**src/rtl/axis_width_pkg.sv**
```systemverilog
// Shared helpers for the AXI-Stream width down-converter.
// Beat-counter width and emission-order lane mapping.
package axis_width_pkg;

    typedef enum logic {
        EMPTY = 1'b0,
        BUSY  = 1'b1
    } dw_state_e;

    // Counter width never collapses to zero bits.
    function automatic int cnt_w(input int n);
        return (n <= 1) ? 1 : $clog2(n);
    endfunction

    // Lane that is emitted at beat number cnt.
    function automatic int lane_idx(
        input int cnt,
        input int shrink,
        input int msb_first
    );
        return (msb_first != 0) ? (shrink - 1 - cnt) : cnt;
    endfunction

endpackage

```
**src/rtl/axis_width_down_keep_last_lane.sv**
```systemverilog
// Priority encoder: beat count of the last kept lane in emission order.
// Ports: keep_i lane mask, last_cnt_o beat index (0 when mask is empty).
module axis_keep_last_lane #(
    parameter int SHRINK    = 4,
    parameter int MSB_FIRST = 0,
    parameter int CW        = 2
) (
    input  logic [SHRINK-1:0] keep_i,
    output logic [CW-1:0]     last_cnt_o
);

    // Later writes win, so scan toward the lane emitted last.
    always_comb begin
        last_cnt_o = '0;
        if (MSB_FIRST != 0) begin
            for (int i = SHRINK - 1; i >= 0; i--) begin
                if (keep_i[i]) last_cnt_o = CW'(SHRINK - 1 - i);
            end
        end else begin
            for (int i = 0; i < SHRINK; i++) begin
                if (keep_i[i]) last_cnt_o = CW'(i);
            end
        end
    end

endmodule

```
**src/rtl/axis_width_down.sv**
```systemverilog
// AXI-Stream width down-converter: one WIDTH word -> SHRINK narrow beats.
// Ports: clk/rst, s_rx_* wide slave (tkeep with AXIS_WIDTH_DOWN_KEEP_EN),
// m_tx_* narrow master. Outputs come only from the holding register.
module axis_width_down
    import axis_width_pkg::*;
#(
    parameter int WIDTH     = 64,
    parameter int SHRINK    = 4,
    parameter int MSB_FIRST = 0
) (
    input  logic                     clk,
    input  logic                     rst,
    input  logic [WIDTH-1:0]         s_rx_tdata,
`ifdef AXIS_WIDTH_DOWN_KEEP_EN
    input  logic [SHRINK-1:0]        s_rx_tkeep,
`endif
    input  logic                     s_rx_tlast,
    input  logic                     s_rx_tvalid,
    output logic                     s_rx_tready,
    output logic [WIDTH/SHRINK-1:0]  m_tx_tdata,
    output logic                     m_tx_tlast,
    output logic                     m_tx_tvalid,
    input  logic                     m_tx_tready
);

    localparam int LW = WIDTH / SHRINK;
    localparam int CW = cnt_w(SHRINK);

    dw_state_e        state_q, state_d;
    logic [CW-1:0]    cnt_q, cnt_d;
    logic [WIDTH-1:0] hold_q, hold_d;
    logic             last_q, last_d;
    logic             full;
    logic             last_beat;
    logic             rx_fire;
    logic             tx_fire;
    int               idx;

`ifdef AXIS_WIDTH_DOWN_KEEP_EN
    logic [SHRINK-1:0] keep_q, keep_d;
    logic [CW-1:0]     last_cnt;

    axis_keep_last_lane #(
        .SHRINK    (SHRINK),
        .MSB_FIRST (MSB_FIRST),
        .CW        (CW)
    ) u_keep_last (
        .keep_i     (keep_q),
        .last_cnt_o (last_cnt)
    );

    assign last_beat = (cnt_q == last_cnt);
`else
    assign last_beat = (cnt_q == CW'(SHRINK - 1));
`endif

    assign full        = (state_q == BUSY);
    assign m_tx_tvalid = full;
    assign s_rx_tready = !full || (last_beat && m_tx_tready);
    assign rx_fire     = s_rx_tvalid && s_rx_tready;
    assign tx_fire     = full && m_tx_tready;
    assign m_tx_tlast  = full && last_q && last_beat;

    always_comb begin
        idx        = lane_idx(int'(cnt_q), SHRINK, MSB_FIRST);
        m_tx_tdata = '0;
        for (int i = 0; i < SHRINK; i++) begin
            if (i == idx) m_tx_tdata = hold_q[i*LW +: LW];
        end
    end

    always_comb begin
        state_d = state_q;
        cnt_d   = cnt_q;
        hold_d  = hold_q;
        last_d  = last_q;
`ifdef AXIS_WIDTH_DOWN_KEEP_EN
        keep_d  = keep_q;
`endif
        if (tx_fire) begin
            if (last_beat) begin
                cnt_d   = '0;
                state_d = EMPTY;
            end else begin
                cnt_d = cnt_q + CW'(1);
            end
        end
        // A load can only coincide with the final beat, so it wins.
        if (rx_fire) begin
            state_d = BUSY;
            cnt_d   = '0;
            hold_d  = s_rx_tdata;
            last_d  = s_rx_tlast;
`ifdef AXIS_WIDTH_DOWN_KEEP_EN
            keep_d  = s_rx_tkeep;
`endif
        end
    end

    always_ff @(posedge clk or posedge rst) begin
        if (rst) begin
            state_q <= EMPTY;
            cnt_q   <= '0;
            hold_q  <= '0;
            last_q  <= 1'b0;
`ifdef AXIS_WIDTH_DOWN_KEEP_EN
            keep_q  <= '0;
`endif
        end else begin
            state_q <= state_d;
            cnt_q   <= cnt_d;
            hold_q  <= hold_d;
            last_q  <= last_d;
`ifdef AXIS_WIDTH_DOWN_KEEP_EN
            keep_q  <= keep_d;
`endif
        end
    end

endmodule
```
**config.mk**
```make
export PLATFORM = sky130hd
export DESIGN_NAME = axis_width_down
export DESIGN_NICKNAME = d
export VERILOG_FILES = /design/src/rtl/axis_width_pkg.sv /design/src/rtl/axis_width_down_keep_last_lane.sv /design/src/rtl/axis_width_down.sv
export SDC_FILE = /design/constraint.sdc
export NUM_CORES = 1
export LEC_CHECK = 0
export ABC_AREA = 1
export BUFFER_PORTS_ARGS = -buffer_cell sky130_fd_sc_hd__clkbuf_2
export CAP_MARGIN = 5
export CORE_MARGIN = 2
export CORE_UTILIZATION = 45
export DETAILED_ROUTE_END_ITERATION = 6
export HOLD_SLACK_MARGIN = 0.12
export PLACE_DENSITY = 0.7
export SYNTH_ARGS = -nofsm -noshare
export SYNTH_HDL_FRONTEND = slang
export SYNTH_SLANG_ARGS = --single-unit
export TNS_END_PERCENT = 5
```
**constraint.sdc**
```tcl
create_clock -name clk -period 6.12 [get_ports clk]
set_clock_uncertainty 0.1 [all_clocks]
set_input_delay 1.224 -clock clk [delete_from_list [all_inputs] [get_ports clk]]
set_output_delay 1.224 -clock clk [all_outputs]
set_load 0.03 [all_outputs]
```
==> key figures <==
Outcome
  – Outcome: finished clean

Logic synthesis
  – Count leader, synth: nand2_1
  – Mux share of post-synthesis cell area: 0
  – Synthesized flop and latch total: 68
  – Synth top area cells: dfrtp_1 (50%), nand2_1 (20%), nand3_1 (12%), a21oi_1 (4.6%), inv_1 (2.3%)
  – EDFF count, synth: 0
  – Cell taking the most area after synthesis: dfrtp_1
  – Ys flop type: dfrtp_1
  – Yosys warns: 0
  – XOR/XNOR share of the synthesized area: 0
  – Synth Area in Compound Gates: 0.0508
  – Post-synth top cells: nand2_1 (184), nand3_1 (82), dfrtp_1 (68)
  – Yosys cell types: 17
  – Adder-Cell Fraction of Synth Area: 0.0147
  – Mapped Cells: 447
  – Seq/Total Area, Yosys: 0.501
  – Mapped Nets: 520
  – Post-Synth Simple-Gate Area: 0.349
  – Mean post-synth cell area: 7.60 um2
  – Synth top area share: 0.501
  – Post-synthesis instance area: 3400 um2
  – Largest family of logic cells by synthesized area: simple AND/OR/NAND/NOR gates
  – Fraction of synthesis flops using an asynchronous set or reset pin: 1.00

Die
  – Vert. Die Dim: a little over 90 um
  – Core Area: between 7000 and 8000 um2
  – DIE WIDTH: a little over 90 um
  – Cell row count: 31
  – Die footprint: 8260 um2
  – Initial Utilization: 0.466
  – Io pins: 88

Global route
  – First-pass GRT wire length: 14300 um
  – Total track usage: 0.216
  – Congestion Overflow GR: 0
  – Initial antenna violation count: 0
  – Vias in the first global route: 2972
  – Pin count of the biggest net entering global routing: 69

Clocking
  – Sink Count: 68
  – Post-CTS setup buffer count: 0
  – H-tree depth: 3
  – CTS tree: yes
  – Clk slew on worst S/H paths: approximately 80 ps
  – CTS root buf: clkbuf_8
  – Post_cts resized: 0
  – Hold-fix buffers, CTS: 0
  – Worst skew pair latency: 340 ps
  – Cts bufs inserted: 9
  – Clk buf depth: 2

Critical path
  – Worst path cell trace: ha_1, nand2_1, nand2_2, clkbuf_2
  – Startpoint Class: flop
  – Crit Path Max Fanout: a little under 70
  – Crit path DAT: 2790 ps
  – Setup crit end kind: output port
  – CP Buf/Inv Count: 1
  – WP data required: roughly 4800 ps
  – CP peak stage delay: 880 ps
  – Crit-path leading delay family: simple AND/OR/NAND/NOR gates
  – Crit path kind: flop to output port
  – Crit path max-delay cell type: nand2_2

Route
  – Vias per Instance: 4.96
  – Initial DRC Count: 194
  – Total number of vias: 3069
  – Routed Antenna Nets: 0
  – # DRC: 0
  – Drt wl/cell: around 14 um
  – First-pass DRT Iterations: 4
  – Routed WL: 8530 um

Power
  – Switching part of the total: 0.460
  – Flop pwr share: 0.335
  – NetSw: 0.00106 W
  – Clock power share: 0.198
  – Peak supply drop: 0.000258 V
  – Power share of the combinational group: 0.467
  – Int Pwr: 0.00125 W
  – P_leak: 2.27 nW
  – Cell area power density: 575 nW/um2
  – Pwr Total: 0.00231 W

STA
  – Max Clk Rate: 0.243 GHz
  – Final Hold Vio Count: 0
  – Worst Max-Slew Pin Slew: between 1000 and 1500 ps
  – Minimum clock period: 4120 ps
  – Slew HR: 0.206
  – Final setup violation count: 0
  – Period utilization: 0.673
  – Pins Over Slew Limit: 0
  – Hold_ws: 373 ps
  – RSZ-0062 raised after global routing: no
  – TNS Setup: 0 ps

Layout
  – Post-Layout Inst Area: ~4000 um2
  – Layout cell share with drive strength beyond 1: 0.208
  – ANT cells: 0
  – Net count, final: 588
  – Area grow syn2layout: 18.2%

Job
  – Max-Cap Viols: 0

Worst hold path
  – Worst min-delay path class: flop to flop

Placement
  – Dpl cell area: ~3800 um2
  – DP Wirelength: 5770 um
  – GPL Wtd Cong: 0.815
  – IO buf count: between 80 and 90
stage by stage:
| stage | instances | util | setup WS, ps |
|---|---|---|---|
| after CTS | 619 | 0.551 | 1990 |
| after detailed placement | 603 | 0.517 | 2150 |
| after global placement | 603 | 0.517 | 2230 |
| after floorplan | 447 | - | 3080 |
| after global routing | 619 | 0.551 | 1800 |
| final | 619 | 0.551 | 2000 |
power groups by stage:
stage               logic (W)  clock network [W]  registers [W]
floorplan            0.000833                  0       0.000745
global placement      0.00106                  0       0.000771
detailed placement    0.00108                  0       0.000778
CTS                   0.00108           0.000459       0.000772
global route          0.00120           0.000483       0.000801
finish                0.00108           0.000458       0.000774
path summary, 6_finish.rpt:
kind / from / end / slack, ps / depth (start not counted)
max in group asynchronous: rst / hold_q[2] / 4360 / 3
worst max-delay path: cnt_q[1] / s_rx_tready / 2000 / 4
worst min-delay path: hold_q[30] / hold_q[30] / 370 / 2
worst max register to register: cnt_q[1] / hold_q[22] / 2420 / 6
min in group asynchronous: rst / hold_q[24] / 1010 / 3
worst min register to register: hold_q[30] / hold_q[30] / 370 / 2
per-layer routing:
metal	track usage	part of all wire
met1	0.295	0.46
met2	0.341	0.47
met3	0.0509	0.054
met4	0.0720	0.019
met5	0	0
cell usage in the layout, fill, tap and decap left out, drive strengths merged, types with 3 or more instances in the layout:
cell and count:
inv 22, clkinv 3, clkbuf 96, nor2 18, a21oi 31, nand3 82, bufinv 3, dfrtp 68
ha 4, nand2 186
cells by family after synthesis:
family	after synthesis
adder cells (fa/ha/maj)	4
AO/OA/AOI/OAI	34
AND/OR/NAND/NOR	287
flip-flops	68
buffers and inverters	54
worst reg2reg max path, delay by kind of cell, from the launching register on:
family | cells | cell delay [ps]
AND/OR/NAND/NOR | 5 | 2420
adder cells (fa/ha/maj) | 1 | 660
flip-flops | 1 | 410
flip-flops by register name (all words and copies together) (netlist names):
signal and count:
hold_q 64, last_q 1, m_tx_tvalid 1, cnt_q 2
layout make-up:
class | count | area [um2]
flip-flops and latches | 68 | 1700
inverters | 22 | 82.6
clock buffers | 9 | 124
well taps | 99 | 124
clock inverters | 7 | 124
repair buffers | 89 | 450
multi-input cells | 325 | 1410
fillers | 741 | 3280
(Power assumes the default switching activity.)
